$ cat config.mk
export PLATFORM = sky130hd
export DESIGN_NAME = clk_divider_n
export DESIGN_NICKNAME = d
export VERILOG_FILES = /design/src/rtl/clk_div_pkg.sv /design/src/rtl/clk_div_cfg.sv /design/src/rtl/clk_divider_n.sv
export SDC_FILE = /design/constraint.sdc
export NUM_CORES = 1
export LEC_CHECK = 0
export ABC_AREA = 1
export BUFFER_PORTS_ARGS = -buffer_cell sky130_fd_sc_hd__buf_2
export CAP_MARGIN = 10
export CORE_MARGIN = 4
export CORE_UTILIZATION = 34
export DETAILED_ROUTE_END_ITERATION = 16
export HOLD_SLACK_MARGIN = 0.1
export PLACE_DENSITY_LB_ADDON = 0.3
export RECOVER_POWER = 25
export SETUP_SLACK_MARGIN = 0.05
export SLEW_MARGIN = 10
export SYNTH_ARGS = -nofsm -noshare
export SYNTH_HDL_FRONTEND = slang
export SYNTH_SLANG_ARGS = --single-unit
$ cat constraint.sdc
create_clock -name clk -period 4.6 [get_ports clk]
set_input_delay 0 -clock clk [delete_from_list [all_inputs] [get_ports clk]]
set_output_delay 0 -clock clk [all_outputs]
set_load 0.05 [all_outputs]
$ cat src/rtl/clk_div_pkg.sv
// Shared definitions for the programmable clock divider: minimum ratio,
// ratio clamping and high-phase length helpers.
package clk_div_pkg;

  localparam int unsigned DIV_MIN = 2;

  function automatic logic [31:0] clamp_div(input logic [31:0] n);
    if (n < 32'(DIV_MIN)) begin
      clamp_div = 32'(DIV_MIN);
    end else begin
      clamp_div = n;
    end
  endfunction

  // Even N: N/2; odd N: (N+1)/2 so the extra cycle lands in the high phase.
  function automatic logic [31:0] high_cnt(input logic [31:0] n);
    if (n[0]) begin
      high_cnt = (n + 32'd1) >> 1;
    end else begin
      high_cnt = n >> 1;
    end
  endfunction

endpackage

$ cat src/rtl/clk_div_cfg.sv
// Ratio staging for clk_divider_n: holds the pending ratio and swaps it into
// the active ratio only when the counter reports a safe point.
module clk_div_cfg
  import clk_div_pkg::*;
#(
  parameter int unsigned WIDTH       = 8,
  parameter int unsigned DEFAULT_DIV = 4
) (
  input  logic             clk,
  input  logic             rst,
  input  logic             i_load,
  input  logic [WIDTH-1:0] i_div_n,
  input  logic             i_apply_ok,
  output logic [WIDTH-1:0] o_act_n,
  output logic [WIDTH-1:0] o_act_n_nxt,
  output logic             o_ack
);

  logic [WIDTH-1:0] r_act_n;
  logic [WIDTH-1:0] r_pend_n;
  logic             r_pend_v;
  logic             r_ack;
  logic             w_apply;

  assign w_apply     = i_apply_ok & r_pend_v;
  assign o_act_n_nxt = w_apply ? r_pend_n : r_act_n;
  assign o_act_n     = r_act_n;
  assign o_ack       = r_ack;

  // A load on the apply edge is staged after the older pending value is consumed.
  always_ff @(posedge clk or negedge rst) begin
    if (!rst) begin
      r_act_n  <= WIDTH'(DEFAULT_DIV);
      r_pend_n <= WIDTH'(DIV_MIN);
      r_pend_v <= 1'b0;
      r_ack    <= 1'b0;
    end else begin
      r_ack <= w_apply;
      if (w_apply) begin
        r_act_n <= r_pend_n;
      end else begin
        r_act_n <= r_act_n;
      end
      if (i_load) begin
        r_pend_n <= WIDTH'(clamp_div(32'(i_div_n)));
        r_pend_v <= 1'b1;
      end else if (w_apply) begin
        r_pend_n <= r_pend_n;
        r_pend_v <= 1'b0;
      end else begin
        r_pend_n <= r_pend_n;
        r_pend_v <= r_pend_v;
      end
    end
  end

endmodule

$ cat src/rtl/clk_divider_n.sv
// Run-time programmable clock divider with period-end tick and glitch-free
// ratio changes. Define ODD_DUTY50_EN for exact 50% duty on odd ratios.
module clk_divider_n
  import clk_div_pkg::*;
#(
  parameter int unsigned WIDTH       = 8,
  parameter int unsigned DEFAULT_DIV = 4
) (
  input  logic             clk,
  input  logic             rst,
  input  logic             en,
  input  logic [WIDTH-1:0] div_n,
  input  logic             div_load,
  output logic             div_ack,
  output logic             clk_div,
  output logic             tick
);

  logic [WIDTH-1:0] r_cnt;
  logic [WIDTH-1:0] w_act_n;
  logic [WIDTH-1:0] w_n_nxt;
  logic [WIDTH-1:0] w_cnt_nxt;
  logic             w_last;
  logic             w_apply_ok;
  logic             w_p_nxt;
  logic             r_p;
  logic             r_tick;

  assign w_last     = (r_cnt == (w_act_n - WIDTH'(1)));
  assign w_apply_ok = ~en | w_last;

  clk_div_cfg #(
    .WIDTH      (WIDTH),
    .DEFAULT_DIV(DEFAULT_DIV)
  ) u_cfg (
    .clk        (clk),
    .rst        (rst),
    .i_load     (div_load),
    .i_div_n    (div_n),
    .i_apply_ok (w_apply_ok),
    .o_act_n    (w_act_n),
    .o_act_n_nxt(w_n_nxt),
    .o_ack      (div_ack)
  );

  // Idle parks the counter at the last count so enabling starts a full period.
  always_comb begin
    w_cnt_nxt = r_cnt;
    if (!en) begin
      w_cnt_nxt = w_n_nxt - WIDTH'(1);
    end else if (w_last) begin
      w_cnt_nxt = WIDTH'(0);
    end else begin
      w_cnt_nxt = r_cnt + WIDTH'(1);
    end
  end

`ifdef ODD_DUTY50_EN
  logic r_q;
  logic r_odd;

  always_comb begin
    w_p_nxt = 1'b0;
    if (w_n_nxt[0]) begin
      w_p_nxt = (32'(w_cnt_nxt) < ((32'(w_n_nxt) - 32'd1) >> 1));
    end else begin
      w_p_nxt = (32'(w_cnt_nxt) < high_cnt(32'(w_n_nxt)));
    end
  end

  // Half-cycle extension of the high phase for odd ratios.
  always_ff @(negedge clk or negedge rst) begin
    if (!rst) begin
      r_q <= 1'b0;
    end else begin
      r_q <= r_p;
    end
  end

  always_ff @(posedge clk or negedge rst) begin
    if (!rst) begin
      r_odd <= 1'b0;
    end else begin
      r_odd <= w_n_nxt[0];
    end
  end

  assign clk_div = r_p | (r_odd & r_q);
`else
  assign w_p_nxt = (32'(w_cnt_nxt) < high_cnt(32'(w_n_nxt)));
  assign clk_div = r_p;
`endif

  always_ff @(posedge clk or negedge rst) begin
    if (!rst) begin
      r_cnt  <= WIDTH'(DEFAULT_DIV - 1);
      r_p    <= 1'b0;
      r_tick <= 1'b0;
    end else begin
      r_cnt <= w_cnt_nxt;
      if (en) begin
        r_p    <= w_p_nxt;
        r_tick <= (w_cnt_nxt == (w_n_nxt - WIDTH'(1)));
      end else begin
        r_p    <= 1'b0;
        r_tick <= 1'b0;
      end
    end
  end

  assign tick = r_tick;

endmodule

==> impl_metrics.toml <==
[setup_path]
timing.critical_path.to_type = "flop"
timing.critical_path.fanout_max = 13
worst-setup-path-type = "reg2reg"
cp_data_required_time_ns = 4.82
worstSetupStartpoint = "u_cfg.o_act_n[0]$_DFF_PN0_"
nature_of_the_critical_path_startpoint = "flop"
r2r_cells = 26
reg2reg_from = "u_cfg.o_act_n[0]$_DFF_PN0_"
critical_path.reg2reg.endpoint = "clk_div$_DFF_PN0_"
reg2reg_setup_slack_ns = 0.66
critical_path_arrival_ns = 4.17
worst_setup_path_endpoint = "clk_div$_DFF_PN0_"

[finish]
antennaDiodeCount = 0
layout.cells.most_common_list = "nand2_1, inv_1, nand3_1"
post-route-cell-area_um2 = 2620
flow.area_growth_from_synthesis_pct = 21.25
fillerInstances = 608
layout.cells.most_common = "nand2_1"
final_nets = 368
final_core_utilization_pct = 43.23
fraction_of_final_layout_cells_sized_beyond_drive_strength_1_pct = 15.07

[yosys]
yosys_warnings = 0
synth_fp_nets = 328
ys_ff_latch = 28
async_flop_share_pct = 100.0
synth_top_cell_area_share_pct = 27.79
syn-instance-count = 306
yosysTopAreaCell = "dfrtp_1"
synth.top_cells.by_area = "dfrtp_1, nand2_1, nand3_1"
synth_sequential_area_ratio_pct = 32.66
yosys_most_used_dff = "dfrtp_1"
synth_cell_types = 33
post_synth_edffs = 0
synthesis.area_um2 = 2161
synth.avg_cell_area_um2 = 7.062

[power]
power.density_nw_per_um2 = 396.2
netSwitchingPower_w = 0.0004400
ir_drop_mv = 0.1849
sw_frac_of_total_pct = 42.39
p_int_w = 0.0005981
p_leak_nw = 1.301
p_comb_share_pct = 46.6
power_frac_clock_pct = 19.4
fin_total_pwr_w = 0.001038
pwr-share-seq_pct = 34.1

[global_route]
grt_use_total_pct = 15.69
grt_antenna_before_repair = 0
grt_pass1_vias = 1998
gr_overflow_total = 0
grt_start_max_net_pins = 29
grt_first_pass_wirelength_um = 9384

[timing]
final_period_minus_worst_setup_slack_ns = 3.944
fin_hold_ws_ns = 0.1406
max-slew-margin-rel_pct = -3.210
timing.final.setup_violations = 0
final.setup.tns_ns = 0
min_period_over_period_pct = 85.74
slew_at_the_pin_closest_to_its_max_slew_limit_ns = 1.548
fin_worst_skew_ns = 0.006960
max_clock_freq_mhz = 253.5
timing.final.max_slew_violations = 29
final-hold-violation-count = 0
unrepaired_setup_endpoints_after_global_routing = "false"

[clock_network]
clk_path_buf_depth = 2
cts.repair.resized = 0
cts_tree = "done"
clk_pin_slew_ns = 0.11
cts-buffers-inserted = 3
cts_root_buffer = "clkbuf_8"
worstSkewPairLatency_ns = 0.28
h-tree-depth = 1
cts.sink_count = 28

[routing]
route.antenna.remaining_nets = 0
post-route-drc-count = 0
number_of_search_and_repair_iterations_in_the_first_detailed_routing_pass = 4
num_vias = 2031
detailedRoute.firstIterationViolations = 110
detail_route.wl_per_cell_um = 12.78
number_of_vias_per_cell_after_detailed_routing = 4.836
wl_um = 5367

[hold_path]
whs_path_depth = 2
holdCritPathClass = "in2reg"
hold_path_startpoint = "en"

[floorplanning]
die-area_um2 = 7695
design.core.area_um2 = 6061
dieWidth_um = 87.72
initial_utilization_pct = 35.65
floorplan_row_count = 28
design.portCount = 15
die_height_um = 87.72

[placed_design]
postPlaceCellArea_um2 = 2290
detailedPlacementHpwl_um = 4106
place.gp.congestion = 0.9187
buffer_ports.inserted = 14

[run_status]
outcome = "finished with violations"
violations_in_the_final_reports = "capacitance limit, slew limit"

[job]
cap_violations = 1
-- what timing repair did --
item                                   4_1_cts  5_1_grt
setup endpoints to repair                    0        0
buffers inserted                             0        0
hold buffers                                26        0
endpoints found under the hold margin       33        0
-- worst max-delay path: stages, from the launching register on --
cell	delay (ns)
dfrtp_1	0.45
inv_2	0.09
ha_1	0.22
inv_1	0.07
nand2_2	0.07
nand2_1	0.04
nand2_1	0.05
nand3_1	0.07
nor2_1	0.13
nand2_1	0.07
nor2_2	0.09
nand2_2	0.06
nand2_2	0.20
nand2_2	0.25
nand2_1	0.20
nand2_4	0.11
inv_1	0.11
ha_1	0.19
nand3_1	0.16
nor2_2	0.15
nand2_1	0.10
xor2_1	0.16
o21ai_0	0.22
ha_1	0.28
a21oi_1	0.16
nand2_1	0.08
a21oi_2	0.11
-- per-layer routing --
metal | routed length [µm] | share of wire, % | vias up | GRT usage [%]
met5 | 0 | 0 | - | 0
met4 | 166 | 3.1 | 0 | 6.137
met3 | 297 | 5.5 | 14 | 2.540
met2 | 2507 | 47 | 50 | 26.23
met1 | 2395 | 45 | 918 | 20.18
li1 | - | - | 1049 | -
-- logic make-up (layout without fill, tap and decap cells) --
family / after synthesis / count (layout) / share of synthesized area (%)
adder cells (fa/ha/maj): 10 / 10 / 5.790
AO/OA/AOI/OAI: 28 / 28 / 8.223
flip-flops: 28 / 28 / 32.66
AND/OR/NAND/NOR: 180 / 180 / 38.45
buffers and inverters: 44 / 83 / 8.396
XOR/XNOR: 16 / 16 / 6.485
-- sequential cells by signal, summed over array words and instances, names as in the netlist --
name            flops
r_cnt               8
u_cfg.o_act_n       8
u_cfg.r_pend_n      8
clk_div             1
tick                1
u_cfg.o_ack         1
u_cfg.r_pend_v      1
-- power by group through the flow --
stage	registers [W]	clock network, W	logic, W
after floorplan	0.000354	0	0.000358
after global placement	0.000357	0	0.000459
after detailed placement	0.000357	0	0.000463
after CTS	0.000353	0.000207	0.000485
after global routing	0.000360	0.000216	0.000564
final	0.000354	0.000201	0.000483
-- cells in the mapped netlist, types with 2 or more instances --
cell type  count
xnor2_1        3
dfstp_2        4
clkbuf_1       2
nor2_2         3
nor3_1         2
nand3b_1       3
inv_2          5
o21ai_4        2
dfrtp_1       24
nor2_1        26
nand3_1       30
nand2_4        2
ha_1          10
buf_6          2
inv_1         34
nand2_2       10
o21ai_0       16
nand4_1        5
o21ai_1        2
xor2_1        13
a21oi_1        4
nand2_1       91
nand3_2        3
-- cell type report --
cell class	count	area [µm²]	area share, %
clock inverter	1	30.03	1.146
inverter	39	146.4	5.587
tap	75	93.84	3.582
clock buffer	3	41.29	1.576
sequential	28	705.7	26.93
multi-input combinational	234	1274	48.62
timing repair buffer	40	329.1	12.56
-- through the flow --
stage	std cells	setup WS (ns)
detailed placement	390	0.6801
finish	420	0.6560
global route	420	0.05424
global placement	390	0.7692
floorplan	306	1.288
CTS	420	0.6523
-- how the worst min path moves through the flow --
| stage | to | slack [ns] |
|---|---|---|
| floorplan | clk_div$_DFF_PN0_ | -0.30 |
| global placement | u_cfg.r_pend_n[0]$_DFFE_PN0P_ | 0.07 |
| detailed placement | u_cfg.r_pend_n[0]$_DFFE_PN0P_ | 0.07 |
| CTS | r_cnt[6]$_DFF_PN0_ | 0.13 |
| global route | r_cnt[6]$_DFF_PN0_ | 0.17 |
| finish | r_cnt[6]$_DFF_PN0_ | 0.14 |
Note: power is estimated with default switching activity, not from simulation.
